### config.mk
export PLATFORM = sky130hd
export DESIGN_NAME = modexp_ctrl
export DESIGN_NICKNAME = d
export VERILOG_FILES = /design/src/rtl/modexp_ctrl.sv
export SDC_FILE = /design/constraint.sdc
export NUM_CORES = 1
export LEC_CHECK = 0
export ABC_CLOCK_PERIOD_IN_PS = 13600
export CORE_MARGIN = 4
export CORE_UTILIZATION = 60
export DETAILED_ROUTE_END_ITERATION = 8
export PLACE_DENSITY = 0.83
export REMOVE_ABC_BUFFERS = 1
export SLEW_MARGIN = 20
export SYNTH_ARGS = -nofsm -noshare
export SYNTH_HDL_FRONTEND = slang
export SYNTH_SLANG_ARGS = --single-unit
### constraint.sdc
create_clock -name clk -period 13.6 [get_ports clk]
set_input_delay 2.72 -clock clk [delete_from_list [all_inputs] [get_ports clk]]
set_output_delay 2.72 -clock clk [all_outputs]
set_load 0.02 [all_outputs]
### src/rtl/modexp_ctrl.sv
// Left-to-right square-and-multiply sequencer for base^exponent mod modulus.
// Optional watchdog on the modulo-unit handshake: define MODEXP_TIMEOUT_EN.
module modexp_ctrl #(
    parameter int unsigned DATA_WIDTH = 8,
    parameter int unsigned EXP_WIDTH  = 8
) (
    input  logic                      clk,
    input  logic                      reset_n,
    input  logic                      start,
    input  logic [DATA_WIDTH-1:0]     base,
    input  logic [EXP_WIDTH-1:0]      exponent,
    input  logic [DATA_WIDTH-1:0]     modulus,
    output logic                      busy,
    output logic                      done,
    output logic [DATA_WIDTH-1:0]     result,
    output logic                      err,
    output logic [2*DATA_WIDTH:0]     mod_a,
    output logic [DATA_WIDTH-1:0]     mod_m,
    output logic                      mod_start,
    input  logic [DATA_WIDTH-1:0]     mod_out,
    input  logic                      mod_done
);

    localparam int unsigned PW = 2 * DATA_WIDTH;
    localparam int unsigned AW = PW + 1;
    localparam int unsigned IW = (EXP_WIDTH > 1) ? $clog2(EXP_WIDTH) : 1;
`ifdef MODEXP_TIMEOUT_EN
    localparam int unsigned TO_LIMIT = 4 * DATA_WIDTH + 8;
    localparam int unsigned WW       = $clog2(TO_LIMIT + 1);
`endif

    typedef enum logic [2:0] {
        IDLE,
        CHECK,
        RED_BASE,
        SQUARE,
        MULTIPLY,
        WAIT_MOD,
        FINISH
    } state_t;

    state_t                state;
    state_t                ret_state;
    logic [DATA_WIDTH-1:0] base_q;
    logic [EXP_WIDTH-1:0]  exp_q;
    logic [DATA_WIDTH-1:0] mod_q;
    logic [DATA_WIDTH-1:0] acc;
    logic [DATA_WIDTH-1:0] b_q;
    logic [IW-1:0]         idx;
    logic                  tgt_b;
`ifdef MODEXP_TIMEOUT_EN
    logic [WW-1:0]         wd;
`endif

    logic [PW-1:0]         prod_c;
    logic                  bypass_c;
    logic                  dec_c;
    state_t                after_c;

    assign mod_m = mod_q;

    // Product of the current step and the state that follows it once reduced
    always_comb begin
        prod_c = '0;
        unique case (state)
            RED_BASE: prod_c = PW'(base_q);
            SQUARE:   prod_c = PW'(acc) * PW'(acc);
            MULTIPLY: prod_c = PW'(acc) * PW'(b_q);
            default:  prod_c = '0;
        endcase
        bypass_c = prod_c < PW'(mod_q);

        after_c = SQUARE;
        if (state == RED_BASE) begin
            after_c = SQUARE;
        end else if (state == SQUARE && exp_q[idx]) begin
            after_c = MULTIPLY;
        end else if (idx == '0) begin
            after_c = FINISH;
        end else begin
            after_c = SQUARE;
        end
        dec_c = (state == SQUARE || state == MULTIPLY) && (after_c == SQUARE);
    end

    always_ff @(posedge clk or negedge reset_n) begin
        if (!reset_n) begin
            state     <= IDLE;
            ret_state <= IDLE;
            busy      <= 1'b0;
            done      <= 1'b0;
            result    <= '0;
            err       <= 1'b0;
            mod_a     <= '0;
            mod_start <= 1'b0;
            base_q    <= '0;
            exp_q     <= '0;
            mod_q     <= '0;
            acc       <= '0;
            b_q       <= '0;
            idx       <= '0;
            tgt_b     <= 1'b0;
`ifdef MODEXP_TIMEOUT_EN
            wd        <= '0;
`endif
        end else begin
            done      <= 1'b0;
            mod_start <= 1'b0;
            unique case (state)
                IDLE: begin
                    if (start) begin
                        base_q <= base;
                        exp_q  <= exponent;
                        mod_q  <= modulus;
                        acc    <= DATA_WIDTH'(1);
                        idx    <= IW'(EXP_WIDTH - 1);
                        busy   <= 1'b1;
                        result <= '0;
                        err    <= 1'b0;
                        state  <= CHECK;
                    end
                end
                CHECK: begin
                    if (mod_q == '0) begin
                        err    <= 1'b1;
                        result <= '0;
                        state  <= FINISH;
                    end else if (mod_q == DATA_WIDTH'(1)) begin
                        result <= '0;
                        state  <= FINISH;
                    end else begin
                        state  <= RED_BASE;
                    end
                end
                RED_BASE, SQUARE, MULTIPLY: begin
                    if (dec_c) begin
                        idx <= idx - IW'(1);
                    end
                    // Products already below the modulus never reach the modulo unit
                    if (bypass_c) begin
                        if (state == RED_BASE) begin
                            b_q <= DATA_WIDTH'(prod_c);
                        end else begin
                            acc <= DATA_WIDTH'(prod_c);
                        end
                        if (after_c == FINISH) begin
                            result <= DATA_WIDTH'(prod_c);
                        end
                        state <= after_c;
                    end else begin
                        mod_a     <= AW'(prod_c);
                        mod_start <= 1'b1;
                        ret_state <= after_c;
                        tgt_b     <= (state == RED_BASE);
                        state     <= WAIT_MOD;
`ifdef MODEXP_TIMEOUT_EN
                        wd        <= '0;
`endif
                    end
                end
                WAIT_MOD: begin
                    // mod_done may still be high from the previous reduction while mod_start is out
                    if (!mod_start && mod_done) begin
                        if (tgt_b) begin
                            b_q <= mod_out;
                        end else begin
                            acc <= mod_out;
                        end
                        if (ret_state == FINISH) begin
                            result <= mod_out;
                        end
                        state <= ret_state;
                    end
`ifdef MODEXP_TIMEOUT_EN
                    else if (wd == WW'(TO_LIMIT - 1)) begin
                        err    <= 1'b1;
                        result <= '0;
                        state  <= FINISH;
                    end else begin
                        wd <= wd + WW'(1);
                    end
`endif
                end
                FINISH: begin
                    done  <= 1'b1;
                    busy  <= 1'b0;
                    state <= IDLE;
                end
                default: state <= IDLE;
            endcase
        end
    end

endmodule

# [Yosys cells after proc, flatten, opt, wreduce, memory -nomap -nowiden]
# Cells that the tools add are included.
[classes] add_sub_neg=1 mul=2 magnitude_cmp=2 n_eq_ne=22 muxes=42 n_bitwise=1 reduce_logical=24
[op_table] operator="8-bit 2-to-1 mux" n=16
[op_table] operator="16-bit case mux with 3 select lines" n=1
[op_table] operator="8-bit by 8-bit multiplier with 16-bit output" n=2
[op_table] operator="8-bit case mux with 4 select lines" n=1
[op_table] operator="3-bit 2-to-1 mux" n=10
[op_table] operator="8-bit case mux with 3 select lines" n=1
[op_table] operator="2-bit != test (second input constant)" n=11
[op_table] operator="16-bit by 8-bit less-than comparator with 1-bit output" n=1
[op_table] operator="8-bit case mux with 2 select lines" n=1
[op_table] operator="3-bit == test (second input constant)" n=5
[op_table] operator="3-bit case mux with 4 select lines" n=1
[op_table] operator="3-bit by 2-bit == test with 1-bit output (second input constant)" n=3
[op_table] operator="8-bit by 1-bit == test with 1-bit output (second input constant)" n=1
[op_table] operator="8-bit logical NOT" n=1
[op_table] operator="2-bit AND reduction" n=4
[op_table] operator="2-bit nonzero test" n=4
[op_table] operator="1-bit 2-to-1 mux" n=7
[op_table] operator="7-bit AND reduction" n=1
[op_table] operator="3-bit logical NOT" n=2
[op_table] operator="3-bit case mux with 2 select lines" n=1
[op_table] operator="3-bit AND reduction" n=2
[op_table] operator="6-bit AND reduction" n=1
[op_table] operator="5-bit AND reduction" n=1
[op_table] operator="3-bit by 4-bit less-than comparator with 1-bit output (second input constant)" n=1
[op_table] operator="12 further kinds" n=15
[totals] register_bits=78 output_inout_bits=37

# [Logic depth before layout (Yosys ltp)]
# Gate-level depths: netlist (run 1).
[logic_depth] ltp_word=9 mapped_depth=28 ltp_nobuf=25

# [Worst setup path before layout (run 1)]
# Ideal clock, no wire load.
[synth_timing] path_type="reg2reg" startpoint="reg acc[1]" endpoint="reg b_q[0]" setup_ps=125 t_arrival_ps=5956 slack_ps=7519 path_stages_with_launch=27 path_buffers=3 synth_period_minus_slack_ps=6081 path_cell_list="dfrtp_1 clkbuf_1 nand2_1 fa_1 fa_1 inv_1 ha_1 inv_1 fa_1 inv_1 ha_1 a21oi_1 xnor2_1 mux2i_1 o22ai_1 ha_1 nor2b_1 o21ai_0 nand2b_1 a2111o_1 nor4b_1 nand4_1 or2_1 buf_6 a211o_1 buf_6 mux2_4"
[synth_between] elab_chain_len=5
[synth_rtl] item="from (decl)" line="47" rtl="logic [DATA_WIDTH-1:0] acc;"
[synth_rtl] item="from (signal assigned)" line="144" rtl="acc <= DATA_WIDTH'(prod_c);"
[synth_rtl] item="from (signal assigned)" line="167" rtl="acc <= mod_out;"
[synth_rtl] item="8-bit by 8-bit multiplier with 16-bit output, on equally long branches" line="68, 67"
[synth_rtl] item="16-bit case mux with 3 select lines (*)" line="65" rtl="unique case (state)"
[synth_rtl] item="via prod_c[6]" line="55" rtl="logic [PW-1:0] prod_c;"
[synth_rtl] item="16-bit by 8-bit less-than comparator with 1-bit output (*)" line="71" rtl="bypass_c = prod_c < PW'(mod_q);"
[synth_rtl] item="2-bit != test (no line) (*)"
[synth_rtl] item="5-bit AND reduction (no line) (*)"
[synth_rtl] item="to (signal assigned)" line="142" rtl="b_q <= DATA_WIDTH'(prod_c);"
[synth_rtl] item="to (signal assigned)" line="165" rtl="b_q <= mod_out;"
[synth_rtl] item="to (decl)" line="48" rtl="logic [DATA_WIDTH-1:0] b_q;"
# The timed path passes the listed nets; every way through them passes the cells marked *.
# A chain may end at the register's enable or synchronous reset.

# [Final worst setup path (run 1)]
[layout_timing] startpoint="reg acc[4]" endpoint="reg result[7]"
[layout_between] elab_chain_len=5
[layout_rtl] item="8-bit by 8-bit multiplier with 16-bit output, on equally long branches" line="68, 67"
[layout_rtl] item="16-bit case mux with 3 select lines (*)" line="65"
[layout_rtl] item="via prod_c[6]" line="55"
[layout_rtl] item="16-bit by 8-bit less-than comparator with 1-bit output (*)" line="71"
[layout_rtl] item="2-bit != test (no line) (*)"
[layout_rtl] item="7-bit AND reduction (no line) (*)"
[layout_rtl] item="to (signal assigned)" line="147" rtl="result <= DATA_WIDTH'(prod_c);"
[layout_rtl] item="to (signal assigned)" line="170" rtl="result <= mod_out;"
[layout_rtl] item="to (decl)" line="15" rtl="output logic [DATA_WIDTH-1:0] result,"
# The timed path passes the listed nets; every way through them passes the cells marked *. The select of a mux whose other input is x is not followed.

==> results of run 1 <==
Yosys cell counts, drive strengths merged (9+ instances only):
cell type,instances,share of area
xor2,9,0.010
and2,71,0.059
xnor2,15,0.017
nand2,65,0.032
fa,61,0.16
dfrtp,78,0.26
a21o,20,0.020
ha,73,0.12
nand4,9,0.0075
clkbuf,26,0.013
mux2,47,0.074
mux2i,11,0.015
o21ai,28,0.019
nor2,26,0.013
a21oi,26,0.017
inv,115,0.057
logic make-up after synthesis:
family                     share of synthesized area
AOI/OAI and AO/OA                              0.110
DFF                                            0.259
buffers and inverters                         0.0767
and+or+nand+nor                                0.148
xor gates and xnor gates                      0.0279
muxes                                         0.0947
adders and majority gates                      0.283
other                                       0.000497
metrics by stage:
| step | power, W | std cells |
|---|---|---|
| final | 0.00173 | 1004 |
| after global routing | 0.00187 | 1004 |
| after CTS | 0.00173 | 1003 |
| after detailed placement | 0.00146 | 989 |
| after global placement | 0.00141 | 989 |
| after floorplan | 0.00112 | 748 |
sequential cells by signal (all words and copies together) (netlist names):
register	cells
idx	3
exp_q	8
tgt_b	1
done	1
busy	1
state	3
result	8
err	1
mod_start	1
base_q	8
ret_state	3
b_q	8
acc	8
mod_a	16
mod_m	8
worst max path at each step:
stage,from,to,slack [ps],cells after the start
after floorplan,acc[1],result[0],7240,23
after global placement,acc[3],result[7],6510,23
after detailed placement,acc[4],result[7],6190,23
after CTS,acc[4],result[7],6160,23
after global routing,acc[3],result[7],5470,23
final,acc[4],result[7],6070,23
power breakdown:
part	total [W]	leakage, nW	internal, W	switching [W]
registers	0.000480	0.989	0.000331	0.000149
clock network	0.000257	0.148	0.000160	0.0000976
logic	0.000994	3.33	0.000450	0.000544
total	0.00173	4.46	0.000940	0.000791
layer usage:
layer	share of wire	vias up	track usage
li1	-	2687	-
met1	0.39	2853	0.325
met2	0.52	196	0.478
met3	0.065	60	0.0697
met4	0.030	2	0.102
met5	0.00080	-	0
cell type report:
cell class | count | area, sq um | area share
sequential | 78 | 1950 | 0.225
clock buffer | 9 | 225 | 0.0260
multi-input combinational | 554 | 5010 | 0.578
clock inverter | 5 | 85.1 | 0.00981
tap | 168 | 210 | 0.0242
timing repair buffer | 74 | 751 | 0.0866
inverter | 116 | 435 | 0.0502
==> results_dict.tcl, run 1 <==
set metrics [dict create \
    outcome "completed" \
    synthArstFlopShare 1.00 \
    setup_tns_ps 0 \
    fp.dieW_microns 120 \
    antenna_found_initial 1 \
    setup_ws_ps 6070 \
    vias 5798 \
    cts_made_buffers 9 \
    cpMaxStageDelayCell "o21ai_2" \
    r2r_slack_ps 6070 \
    first_global_vias 6443 \
    cts_setup_buffers 0 \
    whs_ps 487 \
    vias_per_cell 5.77 \
    clkSinkCount 78 \
    track_usage 0.274 \
    wirelength_mm 18.7 \
    gp_congestion 0.946 \
    cp_top_family "adder cells" \
    drv_cap 0 \
    skew_ps 7.79 \
    hold-path-cell-count 1 \
    placedInstanceArea_sq_um 8330 \
    arrival_ps 7760 \
    seq_area_frac_synth 0.259 \
    cp.required_ps 13820 \
    slew_headroom 0.317 \
    period_share 0.554 \
    route.detailed.drc 0 \
    path_buf_inv 3 \
    wl_per_cell_microns 18.6 \
    final_cell_mix "115 x inv_1, 78 x dfrtp_1, 73 x ha_1" \
    synth-edff-count 0 \
    setup_viol 0 \
    cts.htree.levels 3 \
    power_per_cell_area_nw_per_um2 200 \
    die_h_microns 120 \
    crit_path_start_kind "register" \
    start_util 0.620 \
    hpwlAfterDp_mm 14.4 \
    drtAntennaViolNets 0 \
    final_common_cell "inv_1" \
    drive_above_1_share 0.0945 \
    hp-start "busy" \
    io_pins 73 \
    grt_pass1_wl_mm 31.3 \
    cts_hold_buffers 0 \
    synth_cells 780 \
    synth_seq_cells 78 \
    worst_pin_slew_ps 1020 \
    diodes 0 \
    peakVddDrop_mv 0.142 \
    fmax_mhz 133 \
    dr.pass1.iters 5 \
    grt-ovfl-total 0 \
    hp-class "register to register" \
    clock_latency_ps 340 \
    grt_max_degree 79 \
    cts-root-buf "clkbuf_16" \
    cp_max_fo 23 \
    hold_path_end "busy" \
    clkTransAtPathRegs_ps 60 \
    power.static_leakage_nw 4.46 \
    dieArea_sq_um 14400 \
    crit_chain "nand2_1 -> fa_1 -> fa_1 -> inv_1 -> ha_1 -> inv_1 -> fa_1 -> inv_1 -> ha_1 -> a21oi_1 -> xnor2_1 -> mux2i_1 -> o22ai_1 -> ha_1 -> nor2b_1 -> o21ai_0 -> nand2b_1 -> a2111o_1 -> nor4b_1 -> nand4_1 -> o21ai_2 -> nor4b_4 -> mux2_2" \
    hold_viol 0 \
    synth_ff_type "dfrtp_1" \
    nFillCells 857 \
    nets 1003 \
    cp-end-kind "register" \
    area_growth_pct 15.0 \
    ys_warn_count 0 \
    max-clock-path-buffers 2 \
    maxSlewViolCount 0 \
    tritoncts "built" \
    pre_cts_ws_ps 6190 \
    worst-r2r-cell-count 23 \
    drtIter0Drc 438 \
    max_stage_delay_ps 810 \
    port_buffers 71 \
    synth_area_per_cell_sq_um 9.67 \
    final_util 0.713 \
    coreArea_sq_um 12200 \
    synth.distinct_cells 64 \
    fin_crit_ps 7530 \
    r2r_start "acc[4]" \
    path_class "register to register" \
    syn_area_sq_um 7540 \
    row_count 40 \
    design_area_sq_um 8670 \
    grt_setup_unrepaired "no" \
    cts_resized 0 \
    regToRegEndpoint "result[7]" \
]
(Power assumes the default switching activity.)
==> run 2, diff against run 1 <==
--- a/config.mk
+++ b/config.mk
@@ -5,11 +5,11 @@
 export SDC_FILE = /design/constraint.sdc
 export NUM_CORES = 1
 export LEC_CHECK = 0
-export ABC_CLOCK_PERIOD_IN_PS = 13600
+export ABC_CLOCK_PERIOD_IN_PS = 6800
 export CORE_MARGIN = 4
-export CORE_UTILIZATION = 60
+export CORE_UTILIZATION = 53
 export DETAILED_ROUTE_END_ITERATION = 8
-export PLACE_DENSITY = 0.83
+export PLACE_DENSITY = 0.78
 export REMOVE_ABC_BUFFERS = 1
 export SLEW_MARGIN = 20
 export SYNTH_ARGS = -nofsm -noshare
==> constraint.sdc (replaced) <==
create_clock -name clk -period 6.8 [get_ports clk]
set_input_delay 1.36 -clock clk [delete_from_list [all_inputs] [get_ports clk]]
set_output_delay 1.36 -clock clk [all_outputs]
set_load 0.02 [all_outputs]
==> run 2 against run 1 <==
Critical path type unchanged. Highest routed layer is now met4. Sequential power increased by 96%. Count of clock-buffer cells in the layout grew 2. Cell count increased by 2.5%. Clock power is 91% higher. Via count down 2.4%. Power grew 100%. Clock skew is 1.1 ps higher. Setup slack worse by 5600 ps. Hold slack lost 1.3 ps.
==> results_dict.tcl, run 2 (synthesized netlist as in run 1, its figures left out) <==
set metrics [dict create \
    arrival_ps 6600 \
    antenna_found_initial 0 \
    cts_hold_buffers 0 \
    path_class "register to register" \
    crit_path_start_kind "register" \
    cp-startpoint "b_q[7]" \
    drtAntennaViolNets 0 \
    p_comb_frac 0.590 \
    register_area_sq_um 1960 \
    skew_ps 8.92 \
    cp-end-kind "register" \
    dr.pass1.iters 5 \
    fmax_mhz 157 \
    clkSinkCount 78 \
    area_growth_pct 16.5 \
    cp_max_fo 9 \
    fp.dieW_microns 127 \
    coreArea_sq_um 13900 \
    max_stage_delay_ps 570 \
    r2r_slack_ps 420 \
    swShare 0.453 \
    maxSlewViolCount 0 \
    clock_latency_ps 340 \
    route.detailed.drc 0 \
    max-clock-path-buffers 2 \
    first_global_vias 5699 \
    tritoncts "built" \
    gp_congestion 0.876 \
    worst-r2r-cell-count 21 \
    grt_pass1_wl_mm 29.8 \
    p_clk_frac 0.140 \
    worst_pin_slew_ps 860 \
    setup_tns_ps 0 \
    setup_viol 0 \
    path_buf_inv 4 \
    hp-start "mod_a[0]" \
    cts_made_buffers 9 \
    drive_above_1_share 0.118 \
    regMostFlops "mod_a" \
    hold_viol 0 \
    nets 1014 \
    outcome "completed" \
    p_int_w 0.00191 \
    vias 5660 \
    diodes 0 \
    cts.htree.levels 3 \
    power_per_cell_area_nw_per_um2 398 \
    cp.required_ps 7020 \
    drv_cap 0 \
    critical_path_depth 21 \
    row_count 43 \
    largest_reg_flops 16 \
    drtIter0Drc 557 \
    hold_path_end "mod_a[0]" \
    grt_max_degree 79 \
    port_buffers 71 \
    final_cell_mix "115 x inv_1, 73 x ha_1, 73 x dfrtp_1" \
    start_util 0.541 \
    pre_cts_ws_ps 155 \
    cts-root-buf "clkbuf_16" \
    placed_cells 1011 \
    switching_power_w 0.00158 \
    r2r_start "b_q[7]" \
    power_frac_seq 0.270 \
    fin_cells 1029 \
    clkTransAtPathRegs_ps 60 \
    fin_crit_ps 6380 \
    grt-ovfl-total 0 \
    cp_common_cell "fa_1" \
    peakVddDrop_mv 0.248 \
    grt_setup_unrepaired "no" \
    cp_top_family "adder cells" \
    nFillCells 1146 \
    crit_chain "nand2_1 -> fa_1 -> fa_1 -> inv_1 -> fa_1 -> inv_1 -> fa_1 -> inv_1 -> ha_1 -> xor2_1 -> o22ai_1 -> ha_1 -> o21ai_0 -> nand2b_1 -> a2111o_1 -> nor4b_1 -> nand4_1 -> o21ai_2 -> nor4b_4 -> buf_4 -> mux2_2" \
    track_usage 0.230 \
    final_util 0.630 \
    wl_per_cell_microns 17.2 \
    vias_per_cell 5.50 \
    wirelength_mm 17.7 \
    hold-path-cell-count 2 \
    dieArea_sq_um 16200 \
    multi_input_area_sq_um 5030 \
    die_h_microns 127 \
    io_pins 73 \
    period_share 0.938 \
    hpwlAfterDp_mm 13.6 \
    hp-class "register to register" \
    setup_ws_ps 424 \
    regToRegEndpoint "result[4]" \
    slew_headroom 0.424 \
    cpMaxStageDelayCell "dfrtp_1" \
    final_common_cell "inv_1" \
    power.static_leakage_nw 4.52 \
]
==> run 2: cell count changes in the layout (fill, tap and decap cells not counted), moves of 2 or more <==
cell	before	now
clkinv_2	0	2
dfrtp_1	78	73
dfrtp_2	0	5
buf_4	3	14
==> run 2: what timing repair did <==
item | in CTS | in global routing
resized for setup | 0 | 9
endpoints found under the setup margin | 0 | 27
buffers inserted | 0 | 1
==> run 2: worst reg2reg max path, delay by kind of cell (launching register included) <==
kind	cells	cell delay, ps
AO/OA/AOI/OAI	4	890
XOR/XNOR	1	300
multiplexers	1	350
buffers and inverters	4	370
adder cells (fa/ha/maj)	6	2820
AND/OR/NAND/NOR	5	970
flip-flops	1	570
==> run 2: worst max-delay path by stage <==
stage | end
floorplan | result[0]
global placement | b_q[4]
detailed placement | b_q[0]
CTS | b_q[0]
global route | result[2]
finish | result[4]
==> run 2: area by class of cell <==
type | instances | area share
tap | 180 | 0.0256
sequential | 78 | 0.223
timing repair buffer | 85 | 0.0949
clock inverter | 5 | 0.00655
inverter | 116 | 0.0496
clock buffer | 11 | 0.0276
multi-input combinational | 554 | 0.573
==> run 2: power groups by stage <==
stage          logic [W]  registers (W)  clock network (W)
6_report         0.00206       0.000942           0.000490
3_5_place_dp     0.00201       0.000944                  0
2_1_floorplan    0.00130       0.000939                  0
5_1_grt          0.00228       0.000972           0.000520
4_1_cts          0.00204       0.000938           0.000498
3_3_place_gp     0.00197       0.000938                  0
==> run 2: layer usage <==
metal / global-route usage / wire, microns / vias to the layer above
li1: - / - / 2708
met1: 0.331 / 8110 / 2754
met2: 0.368 / 8350 / 178
met3: 0.0410 / 1080 / 20
met4: 0.0429 / 199 / 0
met5: 0 / 0 / -
==> run 2: stage by stage <==
step	area, sq um	total power [W]	hold WS, ps
floorplan	7400	0.00224	466
global placement	8430	0.00291	461
detailed placement	8430	0.00296	472
CTS	8730	0.00347	494
global route	8780	0.00378	504
finish	8780	0.00349	486
